**config.mk**
```make
export PLATFORM = sky130hd
export DESIGN_NAME = bus_arbiter8_flat
export DESIGN_NICKNAME = d
export VERILOG_FILES = /design/src/rtl/bus_arbiter8_pkg.sv /design/src/rtl/bus_arbiter8_if.sv /design/src/rtl/bus_arbiter8_rr_pick8.sv /design/src/rtl/bus_arbiter8.sv /design/src/flat_wrapper.sv
export SDC_FILE = /design/constraint.sdc
export NUM_CORES = 1
export LEC_CHECK = 0
export CAP_MARGIN = 20
export CORE_ASPECT_RATIO = 0.6
export CORE_MARGIN = 2
export CORE_UTILIZATION = 55
export DETAILED_ROUTE_END_ITERATION = 8
export HOLD_SLACK_MARGIN = 0.05
export PLACE_DENSITY = 0.8
export SLEW_MARGIN = 25
export SYNTH_ARGS = -nofsm -noshare
export SYNTH_HDL_FRONTEND = slang
export SYNTH_SLANG_ARGS = --single-unit
```
**constraint.sdc**
```tcl
create_clock -name clk_i -period 3.7 [get_ports clk_i]
set_input_delay 0.555 -clock clk_i [delete_from_list [all_inputs] [get_ports clk_i]]
set_output_delay 0.555 -clock clk_i [all_outputs]
set_load 0.005 [all_outputs]
```
**src/rtl/bus_arbiter8_pkg.sv**
```systemverilog
// Shared arbiter definitions: requester count, index/counter widths and
// the two-state ownership encoding reused by arbiters built on this slice.
package bus_arbiter8_pkg;

   localparam int unsigned N_REQ = 8;
   localparam int unsigned IDX_W = 3;
   localparam int unsigned CNT_W = 5;

   localparam logic [0:0] ST_IDLE  = 1'b0;
   localparam logic [0:0] ST_OWNED = 1'b1;

   typedef logic [N_REQ-1:0] req_t;
   typedef logic [IDX_W-1:0] idx_t;
   typedef logic [CNT_W-1:0] cnt_t;

   function automatic req_t onehot(input idx_t i);
      return req_t'(1) << i;
   endfunction

endpackage

```
**src/rtl/bus_arbiter8_if.sv**
```systemverilog
// Request/grant bundle between the requesters (master) and the arbiter (slave).
interface bus_arbiter8_if;
   import bus_arbiter8_pkg::*;

   req_t req;
   req_t gnt;
   idx_t sel;
   logic busy;
   idx_t ptr;

   modport master (output req, input gnt, sel, busy, ptr);
   modport slave  (input req, output gnt, sel, busy, ptr);

endinterface

```
**src/rtl/bus_arbiter8_rr_pick8.sv**
```systemverilog
// Rotating first-set-bit search: scans req_i upward from ptr_i, wrapping 7->0.
module rr_pick8
   import bus_arbiter8_pkg::*;
(
   input  req_t req_i,
   input  idx_t ptr_i,
   output logic found_o,
   output idx_t idx_o
);

   logic [2*N_REQ-1:0] req2;
   req_t               rot;

   always_comb begin
      req2    = {req_i, req_i};
      rot     = req_t'(req2 >> ptr_i);
      found_o = |rot;
      idx_o   = ptr_i;
      // Walk from the far end so the nearest set bit to ptr_i is written last.
      for (int unsigned i = N_REQ; i > 0; i--) begin
         if (rot[i-1]) idx_o = ptr_i + idx_t'(i - 1);
      end
   end

endmodule

```
**src/rtl/bus_arbiter8.sv**
```systemverilog
// Eight-way round-robin bus arbiter with a per-owner hold limit and
// registered one-hot grant / binary select outputs.
module bus_arbiter8
   import bus_arbiter8_pkg::*;
#(
   parameter int unsigned MAX_HOLD = 4
)(
   input  logic          clk_i,
   input  logic          rst_i,
   bus_arbiter8_if.slave bus
);

   logic [0:0] state_q, state_d;
   req_t       gnt_q, gnt_d;
   idx_t       sel_q, sel_d;
   idx_t       ptr_q, ptr_d;
   cnt_t       cnt_q, cnt_d;

   logic owned;
   logic rel_now;
   idx_t arb_ptr;
   logic found;
   idx_t win;

   assign owned   = (state_q == ST_OWNED);
   assign rel_now = owned && (!bus.req[sel_q] || (cnt_q == cnt_t'(MAX_HOLD)));
   // A releasing owner moves the pointer past itself before this cycle's search.
   assign arb_ptr = rel_now ? sel_q + idx_t'(1) : ptr_q;

   rr_pick8 u_pick (
      .req_i   (bus.req),
      .ptr_i   (arb_ptr),
      .found_o (found),
      .idx_o   (win)
   );

   always_comb begin
      state_d = state_q;
      gnt_d   = gnt_q;
      sel_d   = sel_q;
      ptr_d   = arb_ptr;
      cnt_d   = cnt_q;
      if (owned && !rel_now) begin
         cnt_d = cnt_q + cnt_t'(1);
      end else if (found) begin
         state_d = ST_OWNED;
         gnt_d   = onehot(win);
         sel_d   = win;
         cnt_d   = cnt_t'(1);
      end else begin
         state_d = ST_IDLE;
         gnt_d   = '0;
         sel_d   = '0;
         cnt_d   = '0;
      end
   end

   always_ff @(posedge clk_i or posedge rst_i) begin
      if (rst_i) begin
         state_q <= ST_IDLE;
         gnt_q   <= '0;
         sel_q   <= '0;
         ptr_q   <= '0;
         cnt_q   <= '0;
      end else begin
         state_q <= state_d;
         gnt_q   <= gnt_d;
         sel_q   <= sel_d;
         ptr_q   <= ptr_d;
         cnt_q   <= cnt_d;
      end
   end

   assign bus.gnt  = gnt_q;
   assign bus.sel  = sel_q;
   assign bus.busy = |gnt_q;
   assign bus.ptr  = ptr_q;

endmodule

```
**src/flat_wrapper.sv**
```systemverilog
// flat-port wrapper written by rule: the top's interface ports become plain ports
module bus_arbiter8_flat import bus_arbiter8_pkg::*;
#(
   parameter int unsigned MAX_HOLD = 4
)
  (clk_i, rst_i, bus_req, bus_gnt, bus_sel, bus_busy, bus_ptr);
  bus_arbiter8_if bus_i ();
  input  logic clk_i;
  input  logic rst_i;
  input wire logic [$bits(bus_i.req)-1:0] bus_req;
  output wire logic [$bits(bus_i.gnt)-1:0] bus_gnt;
  output wire logic [$bits(bus_i.sel)-1:0] bus_sel;
  output wire logic [$bits(bus_i.busy)-1:0] bus_busy;
  output wire logic [$bits(bus_i.ptr)-1:0] bus_ptr;
  assign bus_i.req = bus_req;
  assign bus_gnt = bus_i.gnt;
  assign bus_sel = bus_i.sel;
  assign bus_busy = bus_i.busy;
  assign bus_ptr = bus_i.ptr;
  bus_arbiter8 #(.MAX_HOLD(MAX_HOLD)) u_core (.clk_i(clk_i), .rst_i(rst_i), .bus(bus_i));
endmodule
```
==> results.toml <==
[outcome]
status = "finished, violations left"
failed_checks = "setup timing"

[layout]
antenna_cells = 0
ff_latch_area_um2 = 503
layout_commonest_cell = "buf_4"
utilization = 0.859
multi_input_area_um2 = 1740
final_cell_mix = "buf_4 (68), mux2i_1 (19), nand2_1 (19), dfrtp_1 (18), nor2_1 (17)"
syn_to_final_growth_pct = 45.5
nNetsFinal = 348
final_layout_size_suffix_gt1_frac = 0.398
fillers = 190
final_area_um2 = 3250

[timing]
skew_ps = 0.954
slew_headroom = 0.528
fin_crit_sh = 1.00
fmax_mhz = 269
fin_ws_ps = -10.7
slew_violations = 0
finalCriticalPeriod_ps = 3710
finalSetupTns_ps = -12.5
setup_viol = 3
worst_slew_pin_slew_ps = 707
hold_viol = 0

[synthesis]
synth_seq_cells = 20
dominantRegCellSynth = "dfrtp_1"
syn_avg_cell_area_um2 = 9.15
synth_area_leaders = "dfrtp_1 (22%), mux2i_1 (9.4%), mux2_2 (4.0%), a22o_1 (3.5%), nand2_1 (3.4%)"
syn_nets = 259
synth_edf_count = 0
syn_area_um2 = 2230
ys_warn_count = 0
synthArstFlopShare = 1.00
synth_area_leader_cell = "dfrtp_1"
yosysUniqueCellTypes = 67
netlist_instances = 244
synth_top_area_frac = 0.224
yosysSeqAreaShare = 0.224

[route]
postRouteAntennaNets = 0
dr.pass1.iters = 6
wl_per_cell_um = 24.0
drcViolationCount = 0
drtIter0Drc = 388
vias_per_cell = 7.15
via_count = 2711
totalWireLength_um = 9100

[grt]
antenna_found_initial = 0
grt_pass1_vias = 2321
grt_first_pass_wirelength_um = 11900
overflow = 0
grt_max_degree = 21
grt_usage = 0.343

[cts]
cts.sink_count = 20
cts_buffers = 3
tritoncts = "built"
clk_path_buf_depth = 2
clk_latency_ps = 260
clkTransAtPathRegs_ps = 70
cts_root_buf = "clkbuf_8"
htreeDepth = 1
cts_hold_buf = 0

[placement]
place.port_buffers = 24
pre_cts_ws_ps = -371
dp_hpwl_um = 5880
placed_area_um2 = 2980
globalplace.congestion = 0.969

[worst_setup_path]
worst-setup-path-type = "primary input to register"
cp.required_ps = 3870
r2r_cells = 14
worstSetupStartpointType = "primary input"
r2r_end = "u_core.bus.gnt[0]"
regToRegStartpoint = "u_core.bus.sel[1]"
cp-end-kind = "register"
cp_data_arrival_time_ps = 3880
crit_fanout = 6
reg2reg_slack_ps = 0

[floorplan]
io_pins = 25
die-area_um2 = 4600
die-width_um = 86.3
chipHeight_um = 53.4
coreArea_um2 = 3790
initial_core_util = 0.590
num_rows = 17

[worst_hold_path]
hp-class = "register to register"
worstHoldStart = "u_core.cnt_q[0]"
holdPathEnd = "u_core.cnt_q[0]"
hold-path-cell-count = 1

[job]
maxCapViolCount = 0
[per-stage QoR]
step | std cells | hold slack, ps
6_report | 379 | 533
5_1_grt | 379 | 566
4_1_cts | 371 | 528
3_5_place_dp | 367 | 516
3_3_place_gp | 367 | 510
2_1_floorplan | 244 | 482
[registers in the layout (all words and copies together), names as in the netlist]
register and count:
u_core.bus.ptr 3, u_core.bus.gnt 8, u_core.cnt_q 5, u_core.owned 1, u_core.bus.sel 3
[cell type report]
cell class / instances / share of cell area
clock buffer: 3 / 0.0127
clock inverter: 1 / 0.00924
inverter: 10 / 0.0131
multi-input combinational: 202 / 0.535
sequential: 20 / 0.155
tap: 47 / 0.0181
timing repair buffer: 96 / 0.257
[layer usage]
metal | vias up | routed length (µm) | GRT usage
li1 | 1107 | - | -
met1 | 1272 | 3570 | 0.505
met2 | 265 | 3730 | 0.505
met3 | 67 | 1380 | 0.106
met4 | 0 | 415 | 0.0365
met5 | - | 0 | 0
[cells in the mapped netlist, types with 4 or more instances]
library cell / instances
ha_1: 5
o21ai_1: 12
a22oi_1: 8
inv_1: 8
clkbuf_1: 4
xnor2_1: 4
nand3_1: 12
nor2_1: 17
buf_2: 5
dfrtp_1: 20
mux2i_1: 21
o21ai_2: 4
nand2_1: 20
o21ai_0: 6
mux2_2: 8
nor4_1: 4
nor3_1: 6
a22o_1: 9
[critical path, cell delays in order]
cell	delay (ps)
dlymetal6s2s_1	170
mux4_2	520
mux2_4	350
a21oi_4	150
or2_1	170
buf_12	130
buf_4	160
mux2i_4	310
buf_4	170
mux2i_1	100
a21o_1	190
a32oi_2	280
xnor2_1	250
nand2_1	160
o21ai_1	210
[cell families after synthesis]
logic type	share of synthesized area
compound gates	0.268
xor+xnor	0.0275
fa+ha+maj	0.0280
buf+inv	0.0510
flops	0.224
mux	0.222
simple gates	0.179
[how the worst max path moves through the flow]
stage / cells past startpoint / from / slack, ps / to
final: 15 / bus_req[4] / -10 / u_core.bus.gnt[0]
after global routing: 12 / u_core.bus.sel[1] / -100 / u_core.bus.gnt[0]
after CTS: 13 / bus_req[4] / 5 / u_core.bus.gnt[6]
after detailed placement: 14 / bus_req[1] / -370 / u_core.bus.gnt[2]
after global placement: 14 / bus_req[1] / -340 / u_core.bus.gnt[7]
after floorplan: 15 / bus_req[6] / 260 / u_core.bus.gnt[2]
[what timing repair did]
| item | 4_1_cts | 5_1_grt |
|---|---|---|
| setup endpoints to repair | 10 | 11 |
| gates resized for setup | 6 | 29 |
| pin swaps | 3 | 9 |
| setup buffers | 0 | 8 |
Power is not shown: default switching activity piles up to over one toggle a cycle in this logic, so the estimate is an artifact.
